[config.mk]
export PLATFORM = sky130hd
export DESIGN_NAME = mole_scheduler
export DESIGN_NICKNAME = d
export VERILOG_FILES = /design/src/rtl/mole_pkg.sv /design/src/rtl/mole_lfsr.sv /design/src/rtl/mole_scheduler.sv
export SDC_FILE = /design/constraint.sdc
export NUM_CORES = 1
export LEC_CHECK = 0
export ABC_AREA = 0
export ABC_CLOCK_PERIOD_IN_PS = 6500
export CAP_MARGIN = 40
export CORE_MARGIN = 2
export CORE_UTILIZATION = 30
export CTS_CLUSTER_DIAMETER = 60
export CTS_CLUSTER_SIZE = 30
export DETAILED_ROUTE_END_ITERATION = 6
export GPL_ROUTABILITY_DRIVEN = 0
export GPL_TIMING_DRIVEN = 0
export HOLD_SLACK_MARGIN = 0.15
export SLEW_MARGIN = 20
export SYNTH_ARGS = -nofsm -noshare
export SYNTH_HDL_FRONTEND = slang
export SYNTH_SLANG_ARGS = --single-unit
[constraint.sdc]
create_clock -name cin -period 6.5 [get_ports cin]
set_input_delay 1.3 -clock cin [delete_from_list [all_inputs] [get_ports cin]]
set_output_delay 1.3 -clock cin [all_outputs]
set_load 0.01 [all_outputs]
[src/rtl/mole_pkg.sv]
// mole_pkg: shared types and constants for the whack-a-mole round sequencer.
package mole_pkg;

    // Round sequencer states
    typedef enum logic [1:0] {
        IDLE = 2'd0,
        GAP  = 2'd1,
        UP   = 2'd2,
        OVER = 2'd3
    } mole_state_t;

    // Feedback taps 8,6,5,4 of the 8-bit Fibonacci LFSR (bit 7 is tap 8)
    localparam logic [7:0] LFSR_TAPS = 8'hB8;

    // Score and miss counters saturate here (two-digit display)
    localparam logic [6:0] SCORE_MAX = 7'd99;

    // Saturating increment for the two-digit counters
    function automatic logic [6:0] sat_inc(input logic [6:0] v);
        return (v < SCORE_MAX) ? v + 7'd1 : v;
    endfunction

endpackage

[src/rtl/mole_lfsr.sv]
// mole_lfsr: free-running 8-bit Fibonacci LFSR, shifts every cycle.
module mole_lfsr
    import mole_pkg::*;
#(
    parameter logic [7:0] SEED = 8'hA5
) (
    input  logic       cin,
    input  logic       rst_n,
    output logic [7:0] o_lfsr
);

    logic [7:0] r_lfsr;
    logic       w_fb;

    assign w_fb   = ^(r_lfsr & LFSR_TAPS);
    assign o_lfsr = r_lfsr;

    // Shift left, feedback enters at bit 0; never stalls so start timing perturbs it
    always_ff @(posedge cin or negedge rst_n) begin
        if (!rst_n) begin
            r_lfsr <= SEED;
        end else begin
            r_lfsr <= {r_lfsr[6:0], w_fb};
        end
    end

endmodule

[src/rtl/mole_scheduler.sv]
// mole_scheduler: whack-a-mole round sequencer (mole placement, timing, scoring).
// Optional build macro WRONG_HIT_PENALTY_EN: a wrong-hole press during UP
// counts as a miss and ends the current mole.
module mole_scheduler
    import mole_pkg::*;
#(
    parameter int unsigned N_HOLES       = 9,
    parameter int unsigned ON_TIME_START = 100_000_000,
    parameter int unsigned ON_TIME_MIN   = 20_000_000,
    parameter int unsigned ON_TIME_STEP  = 2_500_000,
    parameter int unsigned GAP_CYCLES    = 12_500_000,
    parameter int unsigned ROUND_MOLES   = 30,
    parameter logic [7:0]  LFSR_SEED     = 8'hA5
) (
    input  logic               cin,
    input  logic               rst_n,
    input  logic               start,
    input  logic [N_HOLES-1:0] hit,
    output logic [N_HOLES-1:0] mole_led,
    output logic [6:0]         score,
    output logic [6:0]         misses,
    output logic               score_inc,
    output logic               busy,
    output logic               game_over
);

    // Registered state
    mole_state_t        r_state;
    logic [31:0]        r_timer;
    logic [31:0]        r_on_time;
    logic [31:0]        r_mole_cnt;
    logic [3:0]         r_hole;
    logic [N_HOLES-1:0] r_mole_led;
    logic [6:0]         r_score;
    logic [6:0]         r_misses;
    logic               r_score_inc;
    logic               r_busy;
    logic               r_game_over;

    // Next-state values
    mole_state_t        w_state_next;
    logic [31:0]        w_timer_next;
    logic [31:0]        w_on_time_next;
    logic [31:0]        w_mole_cnt_next;
    logic [3:0]         w_hole_next;
    logic [N_HOLES-1:0] w_mole_led_next;
    logic [6:0]         w_score_next;
    logic [6:0]         w_misses_next;
    logic               w_score_inc_next;
    logic               w_busy_next;
    logic               w_game_over_next;

    // Combinational helpers
    logic [7:0]         w_lfsr;
    logic [3:0]         w_cand;
    logic [3:0]         w_sel;
    logic [N_HOLES-1:0] w_hit_match;
    logic               w_hit_ok;
    logic               w_penalty;
    logic               w_gap_expire;
    logic               w_up_expire;
    logic [31:0]        w_on_time_dec;
    logic [31:0]        w_mole_cnt_inc;

    mole_lfsr #(
        .SEED (LFSR_SEED)
    ) u_lfsr (
        .cin    (cin),
        .rst_n  (rst_n),
        .o_lfsr (w_lfsr)
    );

    // Hole pick: LFSR modulo hole count, bumped by one if it would repeat
    assign w_cand = 4'(w_lfsr % 8'(N_HOLES));
    assign w_sel  = (w_cand != r_hole)                ? w_cand :
                    (w_cand == 4'(N_HOLES - 1))       ? 4'd0   :
                                                        w_cand + 4'd1;

    // mole_led is one-hot on the active hole during UP, so a per-hole AND finds the hit
    genvar gi;
    generate
        for (gi = 0; gi < N_HOLES; gi++) begin : g_hit
            assign w_hit_match[gi] = hit[gi] & r_mole_led[gi];
        end
    endgenerate
    assign w_hit_ok = |w_hit_match;

`ifdef WRONG_HIT_PENALTY_EN
    assign w_penalty = |(hit & ~r_mole_led);
`else
    assign w_penalty = 1'b0;
`endif

    assign w_gap_expire   = (r_timer == GAP_CYCLES - 32'd1);
    assign w_up_expire    = (r_timer == r_on_time - 32'd1);
    // Clamp at the floor instead of subtracting past it
    assign w_on_time_dec  = (r_on_time >= ON_TIME_MIN + ON_TIME_STEP) ?
                            r_on_time - ON_TIME_STEP : ON_TIME_MIN;
    assign w_mole_cnt_inc = r_mole_cnt + 32'd1;

    // Next-state and registered-output logic; a correct hit beats expiry and wrong hits
    always_comb begin
        w_state_next     = r_state;
        w_timer_next     = r_timer;
        w_on_time_next   = r_on_time;
        w_mole_cnt_next  = r_mole_cnt;
        w_hole_next      = r_hole;
        w_mole_led_next  = r_mole_led;
        w_score_next     = r_score;
        w_misses_next    = r_misses;
        w_score_inc_next = 1'b0;
        w_busy_next      = r_busy;
        w_game_over_next = r_game_over;

        case (r_state)
            IDLE, OVER: begin
                if (start) begin
                    w_state_next     = GAP;
                    w_timer_next     = '0;
                    w_on_time_next   = ON_TIME_START;
                    w_mole_cnt_next  = '0;
                    w_mole_led_next  = '0;
                    w_score_next     = '0;
                    w_misses_next    = '0;
                    w_busy_next      = 1'b1;
                    w_game_over_next = 1'b0;
                end
            end
            GAP: begin
                if (w_gap_expire) begin
                    w_state_next    = UP;
                    w_timer_next    = '0;
                    w_hole_next     = w_sel;
                    w_mole_led_next = {{(N_HOLES-1){1'b0}}, 1'b1} << w_sel;
                end else begin
                    w_timer_next = r_timer + 32'd1;
                end
            end
            UP: begin
                if (w_hit_ok || w_up_expire || w_penalty) begin
                    if (w_hit_ok) begin
                        w_score_next     = sat_inc(r_score);
                        w_score_inc_next = 1'b1;
                        w_on_time_next   = w_on_time_dec;
                    end else begin
                        w_misses_next = sat_inc(r_misses);
                    end
                    w_timer_next    = '0;
                    w_mole_led_next = '0;
                    w_mole_cnt_next = w_mole_cnt_inc;
                    if (w_mole_cnt_inc == ROUND_MOLES) begin
                        w_state_next     = OVER;
                        w_busy_next      = 1'b0;
                        w_game_over_next = 1'b1;
                    end else begin
                        w_state_next = GAP;
                    end
                end else begin
                    w_timer_next = r_timer + 32'd1;
                end
            end
            default: begin
                w_state_next = IDLE;
            end
        endcase
    end

    // State register plus datapath registers; reset wipes any round in progress
    always_ff @(posedge cin or negedge rst_n) begin
        if (!rst_n) begin
            r_state     <= IDLE;
            r_timer     <= '0;
            r_on_time   <= ON_TIME_START;
            r_mole_cnt  <= '0;
            r_hole      <= '0;
            r_mole_led  <= '0;
            r_score     <= '0;
            r_misses    <= '0;
            r_score_inc <= 1'b0;
            r_busy      <= 1'b0;
            r_game_over <= 1'b0;
        end else begin
            r_state     <= w_state_next;
            r_timer     <= w_timer_next;
            r_on_time   <= w_on_time_next;
            r_mole_cnt  <= w_mole_cnt_next;
            r_hole      <= w_hole_next;
            r_mole_led  <= w_mole_led_next;
            r_score     <= w_score_next;
            r_misses    <= w_misses_next;
            r_score_inc <= w_score_inc_next;
            r_busy      <= w_busy_next;
            r_game_over <= w_game_over_next;
        end
    end

    assign mole_led  = r_mole_led;
    assign score     = r_score;
    assign misses    = r_misses;
    assign score_inc = r_score_inc;
    assign busy      = r_busy;
    assign game_over = r_game_over;

endmodule

==> metrics.txt <==
# TYPE chip_impl_metric gauge
chip_impl_metric{name="crit_path_max_fanout",unit=""} 9
chip_impl_metric{name="core_area",unit="sq um"} 31400
chip_impl_info{name="critPathLaunchType",value="register"} 1
chip_impl_metric{name="clkSinkCount",unit=""} 131
chip_impl_metric{name="layout.filler_cells",unit=""} 3209
chip_impl_metric{name="die_h",unit="um"} 182
chip_impl_metric{name="p_leak",unit="nW"} 4.39
chip_impl_metric{name="detailed_place_hpwl",unit="mm"} 18.3
chip_impl_metric{name="total_power",unit="W"} 0.00289
chip_impl_metric{name="post-route-drc-count",unit=""} 0
chip_impl_metric{name="ctsHoldBuffers",unit=""} 0
chip_impl_metric{name="via_per_inst",unit=""} 5.39
chip_impl_metric{name="cp_data_required_time",unit="ns"} 6.81
chip_impl_metric{name="syn_inst",unit=""} 1160
chip_impl_metric{name="synth.ff_latch_count",unit=""} 131
chip_impl_metric{name="num_vias",unit=""} 8820
chip_impl_metric{name="wl",unit="mm"} 25.1
chip_impl_metric{name="tns",unit="ns"} 0
chip_impl_info{name="synth_ff_type",value="sky130_fd_sc_hd__dfrtp_1"} 1
chip_impl_metric{name="sequential_to_total_area_share_from_yosys_stat",unit=""} 0.346
chip_impl_metric{name="cts.clk_slew.worst_paths",unit="ns"} 0.07
chip_impl_metric{name="flow.area_growth_from_synthesis",unit="%"} 16.3
chip_impl_metric{name="synthesis.area_per_instance",unit="sq um"} 8.21
chip_impl_info{name="ys_top_cells_by_area",value="sky130_fd_sc_hd__dfrtp_1 (30%), sky130_fd_sc_hd__nand2_1 (6.0%), sky130_fd_sc_hd__o21ai_0 (4.7%)"} 1
chip_impl_metric{name="number_of_antenna_violations_at_the_first_check_in_global_routing",unit=""} 0
chip_impl_metric{name="start_util",unit=""} 0.303
chip_impl_metric{name="min_period_over_period",unit=""} 0.928
chip_impl_metric{name="synth_warnings",unit=""} 0
chip_impl_metric{name="drt_pass1_iterations",unit=""} 7
chip_impl_metric{name="power_density",unit="nW/um^2"} 261
chip_impl_metric{name="mappedNetlistNets",unit=""} 1188
chip_impl_metric{name="cap_viol_max_count",unit=""} 0
chip_impl_metric{name="synthDistinctLibCells",unit=""} 86
chip_impl_metric{name="chipWidth",unit="um"} 182
chip_impl_metric{name="drt_first_iter_violations",unit=""} 758
chip_impl_info{name="status",value="completed"} 1
chip_impl_metric{name="antenna_cells_inserted",unit=""} 0
chip_impl_metric{name="routed_length_per_instance",unit="um"} 15.3
chip_impl_metric{name="power.ir.vdd_worst",unit="mV"} 0.261
chip_impl_info{name="min_path_type",value="reg -> reg"} 1
chip_impl_metric{name="postRouteAntennaNets",unit=""} 0
chip_impl_metric{name="reg2reg_slack",unit="ns"} 0.47
chip_impl_metric{name="dieArea",unit="sq um"} 33200
chip_impl_metric{name="netlist_area",unit="sq um"} 9520
chip_impl_metric{name="period_needed",unit="ns"} 6.03
chip_impl_metric{name="ctsLongestPathBuffers",unit=""} 2
chip_impl_metric{name="globalRouteTotalUtil",unit=""} 0.154
chip_impl_metric{name="dp.cells",unit=""} 1602
chip_impl_metric{name="hold-worst-slack",unit="ns"} 0.383
chip_impl_metric{name="final.setup_skew",unit="ns"} 0.0127
chip_impl_info{name="cts_root_buf",value="sky130_fd_sc_hd__clkbuf_16"} 1
chip_impl_metric{name="cts_inserted_buffers",unit=""} 17
chip_impl_metric{name="num_rows",unit=""} 65
chip_impl_metric{name="grt_pass1_wl",unit="mm"} 42.3
chip_impl_metric{name="postSynth.asyncResetShare",unit=""} 1.00
chip_impl_metric{name="synth_edf_count",unit=""} 0
chip_impl_info{name="path_class",value="reg -> reg"} 1
chip_impl_metric{name="seq_area",unit="sq um"} 3300
chip_impl_metric{name="timing_max_transition_violations_final",unit=""} 0
chip_impl_metric{name="largest_net_degree_at_the_start_of_global_routing",unit=""} 75
chip_impl_metric{name="multi_input_comb_area",unit="sq um"} 5790
chip_impl_metric{name="grt.overflow.total",unit=""} 0
chip_impl_metric{name="max_clock_freq",unit="MHz"} 166
chip_impl_metric{name="worstSkewPairLatency",unit="ns"} 0.42
chip_impl_metric{name="synth_top_cell_area_share",unit=""} 0.302
chip_impl_info{name="rsz0062_at_grt",value="false"} 1
chip_impl_metric{name="portBuffers",unit=""} 37
chip_impl_info{name="crit_path_end_kind",value="register"} 1
chip_impl_metric{name="grt_pass1_vias",unit=""} 8375
chip_impl_metric{name="cts_htree_levels",unit=""} 4
chip_impl_metric{name="finalSetupViolations",unit=""} 0
chip_impl_info{name="post-synth-top-area-cell",value="sky130_fd_sc_hd__dfrtp_1"} 1
chip_impl_metric{name="final_net_count",unit=""} 1250
chip_impl_metric{name="slew_headroom",unit=""} 0.436
chip_impl_metric{name="report.final.hold_viol_count",unit=""} 0
chip_impl_metric{name="drive_gt1_frac",unit=""} 0.0899
chip_impl_metric{name="timing_worst_slew_pin_value",unit="ns"} 0.839
chip_impl_info{name="cts_tree",value="done"} 1
chip_impl_metric{name="cp_data_arrival_time",unit="ns"} 6.34
chip_impl_metric{name="layout.cells.non_filler",unit=""} 1637
chip_impl_metric{name="pin_count",unit=""} 38
-- report_power, final --
group	total [W]	internal, W	switching (W)
logic	0.00101	0.000282	0.000730
clock network	0.000964	0.000569	0.000396
registers	0.000916	0.000870	0.0000456
total	0.00289	0.00172	0.00117
-- synthesized netlist by cell type, drive strengths merged, types with 9 or more instances --
cell,number
nor3,43
a21o,13
nor2b,19
a22o,26
dfrtp,115
nand2b,16
buf,19
xnor2,38
ha,16
inv,30
or2,9
o31ai,33
nor4,16
a21oi,54
mux2,12
nor2,74
nand2,154
clkbuf,61
xor2,34
or3,10
nand3,53
o41ai,15
a31oi,20
o21ai,90
nand4,13
mux2i,9
dfstp,16
and3,29
-- timing repair --
action / in CTS / in global routing
setup buffers: 0 / 2
endpoints found under the hold margin: 0 / 0
endpoints found under the setup margin: 0 / 12
gates resized for setup: 0 / 4
-- metrics by stage --
step                      utilization  setup WS (ns)  instance area (sq um)
final                           0.353          0.468                  11100
after global routing            0.353         0.0299                  11100
after floorplan                     -          0.897                   9520
after CTS                       0.351          0.106                  11000
after global placement          0.331          -1.38                  10400
after detailed placement        0.333          0.122                  10500
-- critical path, stage by stage (launching register included) --
cell and delay [ns]:
sky130_fd_sc_hd__dfstp_2 0.54, sky130_fd_sc_hd__inv_1 0.07, sky130_fd_sc_hd__ha_1 0.19, sky130_fd_sc_hd__buf_6 0.14, sky130_fd_sc_hd__o31a_1 0.32, sky130_fd_sc_hd__mux2_4 0.33, sky130_fd_sc_hd__o221a_2 0.13, sky130_fd_sc_hd__a221oi_2 0.33
sky130_fd_sc_hd__a31oi_2 0.14, sky130_fd_sc_hd__ha_1 0.25, sky130_fd_sc_hd__a311oi_1 0.33, sky130_fd_sc_hd__o21a_1 0.28, sky130_fd_sc_hd__mux2_2 0.26, sky130_fd_sc_hd__ha_1 0.29, sky130_fd_sc_hd__nand2_1 0.07, sky130_fd_sc_hd__and3_1 0.19
sky130_fd_sc_hd__a21oi_2 0.25, sky130_fd_sc_hd__and3_1 0.22, sky130_fd_sc_hd__buf_6 0.13, sky130_fd_sc_hd__xnor3_1 0.28, sky130_fd_sc_hd__nor3_4 0.32, sky130_fd_sc_hd__nand4_2 0.17, sky130_fd_sc_hd__xnor2_1 0.27, sky130_fd_sc_hd__o41ai_1 0.42
-- logic make-up (layout without fill, tap and decap cells) --
family          count (synthesis)  count (layout)  synth area share
simple gates                  478             478             0.254
compound gates                331             331             0.237
flops                         131             131             0.346
buf+inv                       110             185            0.0478
xor+xnor                       73              73            0.0686
mux                            21              21            0.0244
fa+ha+maj                      16              16            0.0210
-- path summary, 6_finish.rpt --
kind,from,to,cells past startpoint
max,u_lfsr.o_lfsr[5],mole_led[5],23
min,u_lfsr.o_lfsr[3],u_lfsr.o_lfsr[4],0
max reg2reg,u_lfsr.o_lfsr[5],mole_led[5],23
min reg2reg,u_lfsr.o_lfsr[3],u_lfsr.o_lfsr[4],0
max in group asynchronous,rst_n,u_lfsr.o_lfsr[7],2
min in group asynchronous,rst_n,r_on_time[12],1
-- metal layers --
metal,up-vias,wire length [um],track usage
li1,4371,-,-
met1,4265,12200,0.212
met2,163,11800,0.256
met3,21,811,0.0220
met4,0,232,0.0355
met5,-,0,0
-- flip-flops by register name, indices dropped and copies added (netlist names) --
| signal | count |
|---|---|
| r_mole_cnt | 32 |
| r_timer | 32 |
| r_on_time | 27 |
| mole_led | 9 |
| u_lfsr.o_lfsr | 8 |
| misses | 7 |
| score | 7 |
| r_hole | 4 |
| r_state | 2 |
| busy | 1 |
| game_over | 1 |
| score_inc | 1 |
-- area by class of cell --
cell class	count	area share
Multi-Input combinational cell	919	0.523
Clock inverter	14	0.0139
Clock buffer	18	0.0388
Buffer	80	0.0310
Timing Repair Buffer	43	0.0397
Sequential cell	131	0.298
Tap cell	402	0.0454
Inverter	30	0.0102
-- placed cells by master (no fill, tap or decap), drive strengths merged, types with 10 or more instances in the layout --
cell type	Yosys	final
inv	30	33
and3	29	29
a21oi	54	54
nor2	74	74
xnor2	38	38
a31oi	20	20
xor2	34	34
a22o	26	26
nand4	13	13
a21o	13	13
mux2	12	12
nor3	43	43
o21ai	90	90
nand2	154	154
buf	19	24
nor4	16	16
nand3	53	53
dfstp	16	16
nor2b	19	19
dfrtp	115	115
nand2b	16	16
clkdlybuf4s50	0	36
ha	16	16
clkbuf	61	80
or3	10	10
o41ai	15	15
o31ai	33	33
No activity file was read; power rests on OpenSTA's default activity.
